$ cat config.mk
export PLATFORM = sky130hd
export DESIGN_NAME = board_io_conditioner
export DESIGN_NICKNAME = d
export VERILOG_FILES = /design/src/rtl/board_io_conditioner_pkg.sv /design/src/rtl/board_io_conditioner_button_debouncer.sv /design/src/rtl/board_io_conditioner.sv
export SDC_FILE = /design/constraint.sdc
export NUM_CORES = 1
export LEC_CHECK = 0
export ABC_AREA = 1
export BUFFER_PORTS_ARGS = -buffer_cell sky130_fd_sc_hd__buf_2
export CORE_MARGIN = 2
export CORE_UTILIZATION = 62
export DETAILED_ROUTE_END_ITERATION = 8
export PLACE_DENSITY = 0.89
export RECOVER_POWER = 25
export SLEW_MARGIN = 20
export SYNTH_ARGS = -nofsm -noshare
export SYNTH_HDL_FRONTEND = slang
export SYNTH_SLANG_ARGS = --single-unit
$ cat constraint.sdc
create_clock -name fpga_clk -period 13.9 [get_ports fpga_clk]
set_input_delay 0 -clock fpga_clk [delete_from_list [all_inputs] [get_ports fpga_clk]]
set_output_delay 0 -clock fpga_clk [all_outputs]
set_load 0.01 [all_outputs]
$ cat src/rtl/board_io_conditioner_pkg.sv
// ============================================================================
// Module      : board_io_conditioner_pkg
// Description : Board constants and shared types for the board I/O front end.
// Revision    : 1.0 - initial release
// ============================================================================
`default_nettype none

package board_io_conditioner_pkg;

    localparam int unsigned c_clk_hz            = 100_000_000;
    localparam int unsigned c_num_btn           = 5;
    localparam int unsigned c_num_sw            = 24;
    localparam int unsigned c_num_led           = 24;
    // 20 ms debounce window and 1 s long-press hold at the board clock.
    localparam int unsigned c_debounce_cycles   = c_clk_hz / 50;
    localparam int unsigned c_long_press_cycles = c_clk_hz;

    typedef struct packed {
        logic level;
        logic press;
        logic rel;
        logic long_press;
    } btn_evt_t;

endpackage

`default_nettype wire

$ cat src/rtl/board_io_conditioner_button_debouncer.sv
// ============================================================================
// Module      : button_debouncer
// Description : One button channel: 2-flop synchroniser, debounce counter,
//               registered press/release pulses and, with IO_LONG_PRESS_EN,
//               a saturating hold counter driving a one-shot long-press pulse.
// Revision    : 1.0 - initial release
// ============================================================================
`default_nettype none

module button_debouncer
    import board_io_conditioner_pkg::*;
#(
    parameter int unsigned DEBOUNCE_CYCLES   = c_debounce_cycles,
    parameter int unsigned LONG_PRESS_CYCLES = c_long_press_cycles
) (
    input  logic     clk,
    input  logic     rst,
    input  logic     i_btn_raw,
    output btn_evt_t o_evt
);

    localparam int unsigned      c_cw       = $clog2(DEBOUNCE_CYCLES);
    localparam logic [c_cw-1:0]  c_cnt_last = c_cw'(DEBOUNCE_CYCLES - 1);

    logic            r_meta;
    logic            r_sync;
    logic            r_level;
    logic [c_cw-1:0] r_cnt;
    logic            r_press;
    logic            r_rel;
    logic            w_long;
    btn_evt_t        r_evt;

    always_ff @(posedge clk or posedge rst) begin
        if (rst) begin
            r_meta  <= 1'b0;
            r_sync  <= 1'b0;
            r_level <= 1'b0;
            r_cnt   <= '0;
            r_press <= 1'b0;
            r_rel   <= 1'b0;
        end else begin
            r_meta  <= i_btn_raw;
            r_sync  <= r_meta;
            r_press <= 1'b0;
            r_rel   <= 1'b0;
            // Any return to the stable level restarts the window, which is what
            // rejects bounce without ever changing the level or pulsing.
            if (r_sync == r_level) begin
                r_cnt <= '0;
            end else if (r_cnt == c_cnt_last) begin
                r_level <= r_sync;
                r_cnt   <= '0;
                r_press <= r_sync;
                r_rel   <= ~r_sync;
            end else begin
                r_cnt <= r_cnt + 1'b1;
            end
        end
    end

`ifdef IO_LONG_PRESS_EN
    localparam int unsigned      c_hw        = $clog2(LONG_PRESS_CYCLES + 1);
    localparam logic [c_hw-1:0]  c_hold_max  = c_hw'(LONG_PRESS_CYCLES);
    localparam logic [c_hw-1:0]  c_hold_fire = c_hw'(LONG_PRESS_CYCLES - 1);

    logic [c_hw-1:0] r_hold;
    logic            r_long;

    // Saturation keeps the fire value from recurring, so one pulse per hold.
    always_ff @(posedge clk or posedge rst) begin
        if (rst) begin
            r_hold <= '0;
            r_long <= 1'b0;
        end else begin
            if (!r_level) begin
                r_hold <= '0;
            end else if (r_hold != c_hold_max) begin
                r_hold <= r_hold + 1'b1;
            end
            r_long <= r_level && (r_hold == c_hold_fire);
        end
    end

    assign w_long = r_long;
`else
    assign w_long = 1'b0;
`endif

    // Output stage keeps level and all pulses aligned on the same edge.
    always_ff @(posedge clk or posedge rst) begin
        if (rst) begin
            r_evt <= '0;
        end else begin
            r_evt.level      <= r_level;
            r_evt.press      <= r_press;
            r_evt.rel        <= r_rel;
            r_evt.long_press <= w_long;
        end
    end

    assign o_evt = r_evt;

endmodule

`default_nettype wire

$ cat src/rtl/board_io_conditioner.sv
// ============================================================================
// Module      : board_io_conditioner
// Description : Board I/O front end: debounced buttons with press/release
//               (and optional long-press, macro IO_LONG_PRESS_EN) pulses,
//               synchronised switches and a CPU-writable LED register.
// Revision    : 1.0 - initial release
// ============================================================================
`default_nettype none

module board_io_conditioner
    import board_io_conditioner_pkg::*;
#(
    parameter int unsigned NUM_BTN           = c_num_btn,
    parameter int unsigned NUM_SW            = c_num_sw,
    parameter int unsigned NUM_LED           = c_num_led,
    parameter int unsigned DEBOUNCE_CYCLES   = c_debounce_cycles,
    parameter int unsigned LONG_PRESS_CYCLES = c_long_press_cycles
) (
    input  logic               fpga_clk,
    input  logic               fpga_rst,
    input  logic [NUM_BTN-1:0] btn_raw,
    input  logic [NUM_SW-1:0]  sw_raw,
    output logic [NUM_BTN-1:0] btn_level,
    output logic [NUM_BTN-1:0] btn_press,
    output logic [NUM_BTN-1:0] btn_release,
    output logic [NUM_BTN-1:0] btn_long,
    output logic [NUM_SW-1:0]  sw_sync,
    input  logic               led_we,
    input  logic [NUM_LED-1:0] led_wdata,
    output logic [NUM_LED-1:0] led_out
);

    btn_evt_t           w_evt [NUM_BTN];
    logic [NUM_SW-1:0]  r_sw_meta;
    logic [NUM_SW-1:0]  r_sw_sync;
    logic [NUM_LED-1:0] r_led;

    for (genvar i = 0; i < NUM_BTN; i++) begin : g_btn
        button_debouncer #(
            .DEBOUNCE_CYCLES   (DEBOUNCE_CYCLES),
            .LONG_PRESS_CYCLES (LONG_PRESS_CYCLES)
        ) u_debouncer (
            .clk       (fpga_clk),
            .rst       (fpga_rst),
            .i_btn_raw (btn_raw[i]),
            .o_evt     (w_evt[i])
        );

        assign btn_level[i]   = w_evt[i].level;
        assign btn_press[i]   = w_evt[i].press;
        assign btn_release[i] = w_evt[i].rel;
        assign btn_long[i]    = w_evt[i].long_press;
    end

    always_ff @(posedge fpga_clk or posedge fpga_rst) begin
        if (fpga_rst) begin
            r_sw_meta <= '0;
            r_sw_sync <= '0;
            r_led     <= '0;
        end else begin
            r_sw_meta <= sw_raw;
            r_sw_sync <= r_sw_meta;
            if (led_we) begin
                r_led <= led_wdata;
            end
        end
    end

    assign sw_sync = r_sw_sync;
    assign led_out = r_led;

endmodule

`default_nettype wire
==> metrics.md <==
| Metric | Value |
|---|---|
| Status | `complete, but fails checks` |
| Failing checks | `max-capacitance violations, max-slew violations` |
| Post-CTS Setup Bufs | `0` |
| Unrepaired setup endpoints after global routing | `false` |
| Post-layout util | `78.1%` |
| Starting density of the core | `63.5%` |
| Gpl congestion | `about 0.91` |
| Design area | `11,400 um^2` |
| Chip Width | `about 130 um` |
| Largest family of logic cells by synthesized area | `simple AND/OR/NAND/NOR gates` |
| Most frequent cell after synthesis | `nor2_1` |
| Post-Route WL | `21,000 um` |
| DR DRC count | `0` |
| Synth Area in Simple Gates | `26.9%` |
| Multiplexer share of the synthesized area | `a little under 3%` |
| Setup slack, reg-to-reg | `12.18 ns` |
| CTS clk-pin slew, worst paths | `0.07 ns` |
| Setup violations, final | `0` |
| Critical path required time | `about 14 ns` |
| Area post-placement | `~10,000 um^2` |
| Worst-Margin Slew | `1.65 ns` |
| Flop pwr share | `49.2%` |
| Setup_tns | `0 ns` |
| PortBufs | `118` |
| DR iter-0 viols | `556` |
| Worst Setup Start Kind | `input port` |
| Clock sinks | `217` |
| Avg Cell Area, Syn | `9.68 um^2` |
| Initial antenna violation count | `0` |
| Worst hold path type | `in2reg` |
| Num rows | `44` |
| GRT Total Usage | `a little over a quarter` |
| Post-synth top cells | `221 x nor2_1, 217 x dfrtp_1, 123 x nand2_1, 83 x inv_1, 72 x nand3_1` |
| Fin. Hold Viols | `0` |
| FILL cells | `856` |
| DP Wirelength | `13,000 um` |
| Setup CP Type | `in2async` |
| DIE AREA | `15,900 um^2` |
| WL per Instance | `15.6 um` |
| Comb power frac | `5.7%` |
| Tmin final | `between 2 and 2.5 ns` |
| Clock Skews | `approximately 0.010 ns` |
| Largest area contributor in the netlist | `dfrtp_1` |
| Number of global-route vias before repair | `7,500` |
| Final slew viol count | `37` |
| XOR/XNOR share of the synthesized area | `4.54%` |
| H-tree depth | `1` |
| Power per Cell Area | `118 nW/um^2` |
| Number of flops mapped to enable cells by yosys | `0` |
| P_sw | `0.290 mW` |
| Critical-path maximum fanout | `between 100 and 150` |
| Max-cap violations | `1` |
| Adder-Cell Fraction of Synth Area | `less than 1%` |
| Sw frac | `21.6%` |
| Pre-Repair DR Iteration Count | `5` |
| Slew Limit Headroom | `-10.7%` |
| Synth warn | `0` |
| Internal cell power | `1.05 mW` |
| Static Leakage | `5.04 nW` |
| Worst EP arrival | `2.95 ns` |
| Area Growth Syn to Fin | `22.9%` |
| Core Region | `14,600 um^2` |
| Yosys top cell area share | `58.6%` |
| Final Cycle Share | `17.4%` |
| Overflow after GRT | `0` |
| CTS buffer count | `22` |
| FF+latch count, synth | `217` |
| Die Ht | `126 um` |
| Register area share after synthesis | `between 50% and 60%` |
| Post-CTS Resized | `0` |
| Nets | `1,212` |
| TritonCTS clock tree | `yes` |
| Syn Inst Count | `957` |
| Layout cells sized above 1 | `21.1%` |
| Synth area leaders | `dfrtp_1 59%, nor2_1 9.0%, nand2_1 5.0%` |
| Share of flip-flops with an asynchronous set or reset | `100%` |
| Fmax | `slightly above 400 MHz` |
| First-pass GRT wire length | `around 35,000 um` |
| Vias | `roughly 7.2k` |
| Crit path capture type | `async pin` |
| Mapped Area | `around 9300 um^2` |
| Ys flop type | `dfrtp_1` |
| Clk buf depth | `3` |
| Number of library cell types mapped by synthesis | `32` |
| Maximum VDD drop | `105 uV` |
| Post-CTS Hold Fix Bufs | `54` |
| Clock power share | `45.0%` |
| Root Buffer | `clkbuf_16` |
| Antenna viol nets, final | `0` |
| Clock Latency Late Sink | `0.50 ns` |
| N_diodes | `0` |
| Io pins | `~120` |
| Number of vias per cell | `between 5 and 6` |
| Compound-gate portion of the synthesized area | `2.34%` |
| Largest net degree at the start of global routing | `154` |
logic make-up after synthesis:
| logic type | count (synthesis) |
|---|---|
| XOR/XNOR | 48 |
| AND/OR/NAND/NOR | 529 |
| AO/OA/AOI/OAI | 41 |
| buffers and inverters | 92 |
| multiplexers | 24 |
| adder cells (fa/ha/maj) | 5 |
| other | 1 |
| flip-flops | 217 |
power by group through the flow:
stage / combinational, mW / sequential [mW] / clock (mW)
after global routing: 0.0848 / 0.663 / 0.639
after global placement: 0.0610 / 0.670 / 0
final: 0.0771 / 0.661 / 0.604
after detailed placement: 0.0633 / 0.672 / 0
after floorplan: 0.0313 / 0.676 / 0
after CTS: 0.0761 / 0.660 / 0.613
per-stage QoR:
step,power (mW),std cells,hold slack [ns],setup WS [ns]
2_1_floorplan,0.707,961,0.0314,7.96
3_3_place_gp,0.731,1256,0.108,12.21
3_5_place_dp,0.735,1256,0.109,12.18
4_1_cts,1.35,1350,0.104,12.15
5_1_grt,1.39,1351,0.132,11.03
6_report,1.34,1351,0.132,11.48
cell type report:
cell class / count / area [um^2] / area share [%]
Tap cell: 184 / 230 / 2.02
Clock buffer: 31 / 656 / 5.76
Multi-Input combinational cell: 652 / 3490 / 30.6
Sequential cell: 217 / 5430 / 47.7
Clock inverter: 9 / 105 / 0.923
Inverter: 84 / 317 / 2.78
Timing Repair Buffer: 174 / 1160 / 10.2
cell usage in the layout (no fill, tap or decap), types with 6 or more instances in the layout:
cell / count
mux2_2: 24
nand4_1: 18
inv_1: 82
dlygate4sd3_1: 54
xor2_1: 33
o21ai_1: 7
nand3_1: 72
nor3_1: 20
nor2_2: 12
nor2_1: 221
clkbuf_16: 23
a21oi_1: 22
nand2_2: 26
nor2_4: 17
buf_2: 116
o21ai_0: 7
xnor2_1: 15
nor3b_1: 6
nand2_1: 123
dfrtp_1: 217
critical path, cell delays in order:
cell and delay [ns]:
dlygate4sd3_1 0.54, buf_2 0.13, clkinvlp_2 0.95, buf_16 0.50, buf_4 0.73
flip-flops by register name (all words and copies together), names as in the netlist:
register / count
g_btn.u_debouncer.o_evt: 15
g_btn.u_debouncer.r_cnt: 105
g_btn.u_debouncer.r_level: 5
g_btn.u_debouncer.r_meta: 5
g_btn.u_debouncer.r_press: 5
g_btn.u_debouncer.r_rel: 5
g_btn.u_debouncer.r_sync: 5
led_out: 24
r_sw_meta: 24
sw_sync: 24
layer usage:
| layer | vias to the layer above | wire (um) | global-route usage, % |
|---|---|---|---|
| li1 | 3435 | - | - |
| met1 | 3485 | 8600 | 34.7 |
| met2 | 263 | 10600 | 48.1 |
| met3 | 54 | 1180 | 4.12 |
| met4 | 0 | 614 | 8.08 |
| met5 | - | 0 | 0 |
path summary, 6_finish.rpt:
check / from / endpoint / depth (start not counted)
setup / recovery: fpga_rst / g_btn[1].u_debouncer.r_rel$_DFF_PP0_ / 5
hold / removal: led_we / led_out[2]$_DFFE_PP0P_ / 2
setup reg to reg: g_btn[0].u_debouncer.r_level$_DFFE_PP0P_ / g_btn[0].u_debouncer.r_cnt[5]$_DFF_PP0_ / 6
hold reg to reg: r_sw_meta[23]$_DFF_PP0_ / sw_sync[23]$_DFF_PP0_ / 0
max in group fpga_clk: g_btn[0].u_debouncer.r_level$_DFFE_PP0P_ / g_btn[0].u_debouncer.r_cnt[5]$_DFF_PP0_ / 6
min in group asynchronous: fpga_rst / r_sw_meta[17]$_DFF_PP0_ / 3
Power figures use the tool's default switching activity.
